## src/rtl/rx_uart.sv

```systemverilog
// rx_uart: 8N1 serial receiver with 16x oversampling, majority-vote bit
// decisions, and a first-word fall-through receive FIFO with a sticky
// overrun flag.
//
// state     | meaning
// ----------+----------------------------------------------------------
// IDLE      | line idle, prescaler held at 0, waiting for rxS=0
// START     | qualifying the start bit (majority at tick 9)
// DATA      | sampling 8 data bits, LSB first
// STOP      | checking the stop bit; push or frame error at tick 9
// WAIT_HIGH | after a framing error, waiting for the line to return high
module rx_uart #(
  parameter int TICK_DIV   = 325,
  parameter int FIFO_DEPTH = 4
) (
  input  logic                         clk,
  input  logic                         rst_n,
  input  logic                         rxData,
  input  logic                         readEn,
  input  logic                         clrErr,
  output logic [7:0]                   dout,
  output logic                         empty,
  output logic                         full,
  output logic [$clog2(FIFO_DEPTH):0]  rdDataCount,
  output logic                         frameErr,
  output logic                         overrun
);

  localparam int AW = $clog2(FIFO_DEPTH);
  localparam int CW = AW + 1;
  localparam int PW = (TICK_DIV > 1) ? $clog2(TICK_DIV) : 1;
  localparam logic [PW-1:0] PRESC_MAX = PW'(TICK_DIV - 1);
  localparam logic [CW-1:0] DEPTH_C   = CW'(FIFO_DEPTH);

  typedef enum logic [2:0] {
    S_IDLE, S_START, S_DATA, S_STOP, S_WAIT_HIGH
  } state_e;

  state_e          state_q, state_d;
  logic [1:0]      sync_q, sync_d;
  logic [PW-1:0]   presc_q, presc_d;
  logic [3:0]      tidx_q, tidx_d;
  logic [2:0]      bitcnt_q, bitcnt_d;
  logic [7:0]      data_q, data_d;
  logic [1:0]      samp_q, samp_d;
  logic [7:0]      mem_q [FIFO_DEPTH];
  logic [7:0]      mem_d [FIFO_DEPTH];
  logic [AW-1:0]   wr_ptr_q, wr_ptr_d, rd_ptr_q, rd_ptr_d;
  logic [CW-1:0]   count_q, count_d;
  logic            overrun_q, overrun_d;

  logic rx_s, tick, mid_tick, end_tick, maj, push, pop, wr_en;

  assign rx_s     = sync_q[1];
  assign tick     = (state_q != S_IDLE) && (presc_q == PRESC_MAX);
  assign mid_tick = tick && (tidx_q == 4'd9);
  assign end_tick = tick && (tidx_q == 4'd15);
  // samp_q holds the tick-7 and tick-8 samples; the live value is the tick-9 sample
  assign maj      = (samp_q[0] & samp_q[1]) | (samp_q[0] & rx_s) | (samp_q[1] & rx_s);

  // State and datapath registers; synchronizer resets to the idle-high level
  always_ff @(posedge clk) begin
    if (!rst_n) begin
      state_q   <= S_IDLE;
      sync_q    <= 2'b11;
      presc_q   <= '0;
      tidx_q    <= '0;
      bitcnt_q  <= '0;
      data_q    <= '0;
      samp_q    <= '0;
      mem_q     <= '{default: '0};
      wr_ptr_q  <= '0;
      rd_ptr_q  <= '0;
      count_q   <= '0;
      overrun_q <= 1'b0;
    end else begin
      state_q   <= state_d;
      sync_q    <= sync_d;
      presc_q   <= presc_d;
      tidx_q    <= tidx_d;
      bitcnt_q  <= bitcnt_d;
      data_q    <= data_d;
      samp_q    <= samp_d;
      mem_q     <= mem_d;
      wr_ptr_q  <= wr_ptr_d;
      rd_ptr_q  <= rd_ptr_d;
      count_q   <= count_d;
      overrun_q <= overrun_d;
    end
  end

  // Next-state logic of the frame FSM
  always_comb begin
    state_d = state_q;
    case (state_q)
      S_IDLE:      if (!rx_s) state_d = S_START;
      S_START: begin
        if (mid_tick && maj) state_d = S_IDLE;
        else if (end_tick)   state_d = S_DATA;
      end
      S_DATA:      if (end_tick && (bitcnt_q == 3'd7)) state_d = S_STOP;
      S_STOP:      if (mid_tick) state_d = maj ? S_IDLE : S_WAIT_HIGH;
      S_WAIT_HIGH: if (rx_s) state_d = S_IDLE;
      default:     state_d = S_IDLE;
    endcase
  end

  // FSM outputs: push a good byte or flag a bad stop bit, both at tick 9 of STOP
  always_comb begin
    push     = 1'b0;
    frameErr = 1'b0;
    if (state_q == S_STOP && mid_tick) begin
      push     = maj;
      frameErr = !maj;
    end
  end

  // Synchronizer, oversample timing and data shift register
  always_comb begin
    sync_d   = {sync_q[0], rxData};
    presc_d  = presc_q;
    tidx_d   = tidx_q;
    bitcnt_d = bitcnt_q;
    data_d   = data_q;
    samp_d   = samp_q;
    if (state_q == S_IDLE) begin
      // leaving IDLE therefore always enters START with fresh counters
      presc_d  = '0;
      tidx_d   = '0;
      bitcnt_d = '0;
    end else begin
      presc_d = (presc_q == PRESC_MAX) ? '0 : presc_q + PW'(1);
      if (tick) begin
        tidx_d = tidx_q + 4'd1;
        if (tidx_q == 4'd7) samp_d[0] = rx_s;
        if (tidx_q == 4'd8) samp_d[1] = rx_s;
      end
      if (state_q == S_DATA && mid_tick) data_d = {maj, data_q[7:1]};
      if (state_q == S_DATA && end_tick) bitcnt_d = bitcnt_q + 3'd1;
    end
  end

  // Receive FIFO: simultaneous push and pop always both succeed, even when full
  always_comb begin
    pop       = readEn && (count_q != '0);
    wr_en     = push && ((count_q != DEPTH_C) || pop);
    mem_d     = mem_q;
    wr_ptr_d  = wr_ptr_q;
    rd_ptr_d  = rd_ptr_q;
    if (wr_en) begin
      mem_d[wr_ptr_q] = data_q;
      wr_ptr_d        = wr_ptr_q + AW'(1);
    end
    if (pop) rd_ptr_d = rd_ptr_q + AW'(1);
    count_d   = count_q + CW'(wr_en) - CW'(pop);
    overrun_d = overrun_q;
    if (push && !wr_en) overrun_d = 1'b1;
    else if (clrErr)    overrun_d = 1'b0;
  end

  assign empty       = (count_q == '0);
  assign full        = (count_q == DEPTH_C);
  assign rdDataCount = count_q;
  assign dout        = empty ? 8'h00 : mem_q[rd_ptr_q];
  assign overrun     = overrun_q;

endmodule

```

## config.mk

```make
export PLATFORM = sky130hd
export DESIGN_NAME = rx_uart
export DESIGN_NICKNAME = d
export VERILOG_FILES = /design/src/rtl/rx_uart.sv
export SDC_FILE = /design/constraint.sdc
export NUM_CORES = 1
export LEC_CHECK = 0
export CAP_MARGIN = 20
export CORE_ASPECT_RATIO = 1.2
export CORE_MARGIN = 2
export CORE_UTILIZATION = 33
export CTS_CLUSTER_SIZE = 25
export DETAILED_ROUTE_END_ITERATION = 10
export PLACE_DENSITY = 0.5
export SYNTH_ARGS = -nofsm -noshare
export SYNTH_HDL_FRONTEND = slang
export SYNTH_SLANG_ARGS = --single-unit
```

## constraint.sdc

```tcl
create_clock -name clk -period 3.9 [get_ports clk]
set_clock_uncertainty 0.2 [all_clocks]
set_input_delay 0.39 -clock clk [delete_from_list [all_inputs] [get_ports clk]]
set_output_delay 0.39 -clock clk [all_outputs]
set_load 0.05 [all_outputs]
```

# Word level (Yosys, flattened, before mapping)

Cells that the tools add are included.

Bits in registers: 71

Bitwise logic cells: 9
Magnitude comparators: 3
Equality and inequality tests: 17
Muxes and demuxes: 19
Reductions and logical operators: 26
Add/sub/neg operators: 7

Operators with widths:

| kind                                                     | count |
|---|---|
| bitwise mux 32 bit                                       | 1 |
| two-way mux 8 bit                                        | 4 |
| two-way mux 3 bit                                        | 7 |
| binary-select mux 8 bit (select 2 bit)                   | 1 |
| demux 8 bit (select 2 bit)                               | 1 |
| one-hot mux 3 bit (5 select lines)                       | 1 |
| equality test 4 bit, second input constant               | 3 |
| logical AND 1 bit                                        | 12 |
| adder 9 x 1 -> 9 bit, second input constant              | 1 |
| equality test 3 bit, second input constant               | 3 |
| equality test 9 bit, second input constant               | 1 |
| != test 2 bit, second input constant                     | 4 |
| equality test 3 x 2 -> 1 bit, second input constant      | 2 |
| greater-or-equal comparator 3 bit, second input constant | 2 |
| zero test 3 bit                                          | 2 |
| != test 3 bit, second input constant                     | 2 |
| inverter 2 -> 3 bit                                      | 2 |
| AND reduction 3 bit                                      | 2 |
| nonzero test 3 bit                                       | 2 |
| AND reduction 5 bit                                      | 1 |
| adder 2 x 1 -> 2 bit, second input constant              | 2 |
| adder 4 x 1 -> 4 bit, second input constant              | 1 |
| equality test 4 x 3 -> 1 bit, second input constant      | 1 |
| two-way mux 1 bit                                        | 4 |
| 14 further kinds                                         | 19 |

# Longest topological paths before layout

Depth after elaboration: 9
Depth in mapped cells: 14
Depth with buffers taken out: 14

# Least setup slack after synthesis

OpenSTA, ideal clock, no wires.

Kind: flip-flop to flip-flop
Start point: register count_q[2], in the netlist rdDataCount[2]
End point: register count_q[2], in the netlist rdDataCount[2]
Arrival time: 3.891 ns
Library setup time: 0.115 ns
Setup slack: -0.306 ns
Buffers on the path: 0
Cell stages (with the launch flop): 13
Cells stage by stage: dfxtp_1 nor3b_1 nor2b_1 nor3_2 inv_1 ha_1 inv_1 ha_1 inv_1 fa_1 xnor2_1 xnor2_1 and2_1

Word-level cells in the longest chain between the ends: 6

RTL lines:

| item                        | line | RTL |
|---|---|---|
| from (decl)                 | 49   | `logic [CW-1:0] count_q, count_d;` |
| from (signal assigned)      | 87   | `count_q <= count_d;` |
| nonzero test 3 bit          | 145  | `pop = readEn && (count_q != '0);` |
| logical AND 1 bit           | 145  |  |
| logical OR 1 bit            | 146  | `wr_en = push && ((count_q != DEPTH_C) \|\| pop);` |
| logical AND 1 bit           | 146  |  |
| adder 3 x 1 -> 3 bit        | 155  | `count_d = count_q + CW'(wr_en) - CW'(pop);` |
| subtractor 3 x 1 -> 3 bit * | 155  |  |

Mark *: on every way between the ends. The rest lies on a longest branch, timed or not.
A chain may end at the register's enable or synchronous reset.

# Worst setup path in the final report

Start point: register presc_q[3]
End point: output port frameErr

Word-level cells in the longest chain between the ends: 5

RTL lines:

| item                   | line | RTL |
|---|---|---|
| from (decl)            | 41   | `logic [PW-1:0] presc_q, presc_d;` |
| from (signal assigned) | 79   | `presc_q <= presc_d;` |
| equality test 9 bit    | 55   | `assign tick = (state_q != S_IDLE) && (presc_q == PRESC_MAX);` |
| logical AND 1 bit      | 55   |  |
| logical AND 1 bit      | 56   | `assign mid_tick = tick && (tidx_q == 4'd9);` |
| logical AND 1 bit      | 112  | `if (state_q == S_STOP && mid_tick) begin` |
| two-way mux 1 bit      | 112  |  |
| to (decl)              | 25   | `output logic frameErr,` |

Every way passes these cells.

==> out/qor.yml <==
floorplanning:
  core_um2: 10100
  die_w_um: 97.2
  start_util: 0.342
  num_rows: 40
  die-area_um2: 11300
  fp.dieH_um: 116
  ios: 20
sta:
  fin_crit_ns: 3.46
  final_max_slew_viol_count: 0
  rsz0062_at_grt: "false"
  tightest_slew_ns: 0.670
  fmax_ghz: 0.289
  period_share: 0.886
  setup_viol_count_final: 0
  hold_viol_final: 0
  tns_ns: 0
  relSlewSlack: 0.552
global_routing:
  grt_pass1_wl_mm: 11.3
  grt-ovfl-total: 0
  track_usage: 0.129
  grt_pass1_vias: 2233
  antenna_found_initial: 0
  grt_max_degree: 59
final_layout:
  final_cells: 474
  drive_gt1_frac: 0.124
  nNetsFinal: 362
  antenna_cells: 0
  areaGrowthSynthToFinish_pct: 17.9
  final_common_cell: "dfxtp_1"
  final_cell_mix: "dfxtp_1 (71), nor2b_1 (58), mux2i_1 (44), clkdlybuf4s50_1 (19), nor2_1 (18)"
pwr:
  swShare: 0.282
  power.leakage_nw: 1.33
  p_int_mw: 1.41
  ir_worst_vdd_mv: 0.189
  seqPwrFrac: 0.415
  p_comb_frac: 0.174
  p_clk_frac: 0.411
  power_switching_mw: 0.554
  power.density_nw_per_um2: 484
status:
  status: "completed"
synth:
  synth-async-reset-ratio: 0
  synthCells: 324
  syn_avg_cell_area_um2: 10.6
  synth_edf_count: 0
  synthesis.nets: 343
  synth-seq-area-share: 0.413
  netlist_area_um2: 3440
  ys_ff_latch: 71
  yosysWarnings: 0
  ys_types: 44
  synthFlopType: "dfxtp_1"
worst_setup_path:
  critPathSlowestCell: "clkdlybuf4s50_1"
  worst-setup-path-type: "flop to primary output"
  required_ns: 3.31
  cp-end-kind: "primary output"
  crit_fanout: 5
  r2r_setup_slack_ns: 0.84
  r2r_start: "presc_q[0]$_SDFF_PP0_"
  max_stage_delay_ns: 0.88
  cp_cell_sequence: "or4b_1 -> nor3_2 -> nor4b_1 -> clkdlybuf4s50_1"
  ff2ff_path_depth: 14
  rr_endpoint: "rdDataCount[2]$_SDFF_PN0_"
  worstPathArrival_ns: 2.87
  cp-start-kind: "flop"
route:
  wire_per_inst_um: 14.2
  route.detailed.drc: 0
  vias_per_cell: 4.70
  route.met2.wl_mm: 3.10
  dr.pass1.iters: 4
  route.met3.wl_um: 182
  routed.top_layer: "met4"
  drtAntennaViolNets: 0
  drtIter0Drc: 43
  m1WireLength_mm: 3.34
  drt_wl_total_mm: 6.73
  route.vias.total: 2229
clock_network:
  cts_sinks: 71
  cts_tree: "done"
  htree_levels: 3
  cts_hold_buf: 0
  cts.reportedPaths.clkPinSlew_ns: 0.05
  worstSkewPairLatency_ns: 0.33
  cts_resized: 0
  cts-buffers-inserted: 9
  clk_path_buf_depth: 2
  cts_root_buffer: "clkbuf_16"
  cts_setup_buffers: 0
min_path:
  min_from: "sync_q[0]$_SDFF_PN1_"
  hp-class: "flop to flop"
  min_to: "sync_q[1]$_SDFF_PN1_"
  holdPathStages: 1
place:
  dp_cells: 458
  gp_congestion: 0.791
  port_buffers: 19
  hpwlAfterDp_mm: 4.44
job:
  maxCapViolCount: 0
==> metal layers <==
metal | vias to the layer above | GRT usage
li1 | 1144 | -
met1 | 1051 | 0.162
met2 | 25 | 0.213
met3 | 9 | 0.0296
met4 | 0 | 0.0592
met5 | - | 0
==> cell type report <==
cell class                      count  area [um^2]
Clock inverter                      3         42.5
Timing Repair Buffer               25          235
Tap cell                          126          158
Multi-Input combinational cell    226         1910
Fill cell                         984         6000
Sequential cell                    71         1420
Clock buffer                       13          250
Inverter                           10         37.5
==> Yosys cell counts, types with 2 or more instances <==
cell       n  share of area
inv_1     10          0.011
nand3_1    6         0.0087
dfxtp_1   71           0.41
o21ai_0    2         0.0029
nor2b_1   58           0.11
nand4b_1   3         0.0076
a21oi_1    3         0.0044
nor3_1     4         0.0058
xor2_1     6          0.015
nand2b_1   4         0.0073
nor2_1    18          0.020
nand4_1    2         0.0036
nor4b_2    4          0.017
clkbuf_1  12          0.013
mux4_2     8          0.052
and3_1     2         0.0036
nand2_1   11          0.012
xnor2_1   12          0.031
ha_1      13          0.047
nor3_2     2         0.0058
mux2i_1   44           0.13
buf_4      4         0.0087
and2_1     4         0.0073
==> cells by family after synthesis <==
group | synth area share
adder cells (fa/ha/maj) | 0.0560
AND/OR/NAND/NOR | 0.246
AO/OA/AOI/OAI | 0.0247
flip-flops | 0.413
XOR/XNOR | 0.0458
buffers and inverters | 0.0342
multiplexers | 0.180
==> flip-flops by register name (all words and copies together), names as in the netlist, 2 cells and up <==
name         count
mem_q           32
presc_q          9
data_q           8
tidx_q           4
bitcnt_q         3
rdDataCount      3
state_q          3
rd_ptr_q         2
samp_q           2
sync_q           2
wr_ptr_q         2
==> stage by stage <==
| step | util | setup slack (ns) | hold slack [ns] | total power, mW | instance area [um^2] |
|---|---|---|---|---|---|
| floorplan | - | 0.183 | 0.186 | 1.07 | 3450 |
| global placement | 0.374 | 0.824 | 0.199 | 1.18 | 3760 |
| detailed placement | 0.374 | 0.740 | 0.191 | 1.18 | 3760 |
| CTS | 0.403 | 0.370 | 0.211 | 1.99 | 4060 |
| global route | 0.403 | 0.225 | 0.240 | 2.05 | 4060 |
| finish | 0.403 | 0.445 | 0.211 | 1.96 | 4060 |
==> how the worst max path moves through the flow <==
stage / start / end / slack, ns / cells past startpoint
floorplan: rdDataCount[2]$_SDFF_PN0_ / rdDataCount[2]$_SDFF_PN0_ / 0.18 / 12
global placement: presc_q[3]$_SDFF_PP0_ / frameErr / 0.82 / 4
detailed placement: presc_q[3]$_SDFF_PP0_ / frameErr / 0.74 / 4
CTS: presc_q[4]$_SDFF_PP0_ / frameErr / 0.37 / 4
global route: presc_q[4]$_SDFF_PP0_ / frameErr / 0.22 / 4
finish: presc_q[3]$_SDFF_PP0_ / frameErr / 0.44 / 4
==> power groups by stage <==
| stage | Clock, mW | Combinational (mW) | Sequential (mW) |
|---|---|---|---|
| after global routing | 0.854 | 0.368 | 0.824 |
| final | 0.807 | 0.340 | 0.814 |
| after global placement | 0 | 0.342 | 0.834 |
| after floorplan | 0 | 0.240 | 0.826 |
| after CTS | 0.825 | 0.345 | 0.819 |
| after detailed placement | 0 | 0.345 | 0.835 |
==> critical path: cells and delay by family (launching register included) <==
family                 cells  cell delay (ns)
buffers and inverters      1             0.88
AND/OR/NAND/NOR            3             1.30
flip-flops                 1             0.36
(Power assumes the default switching activity.)
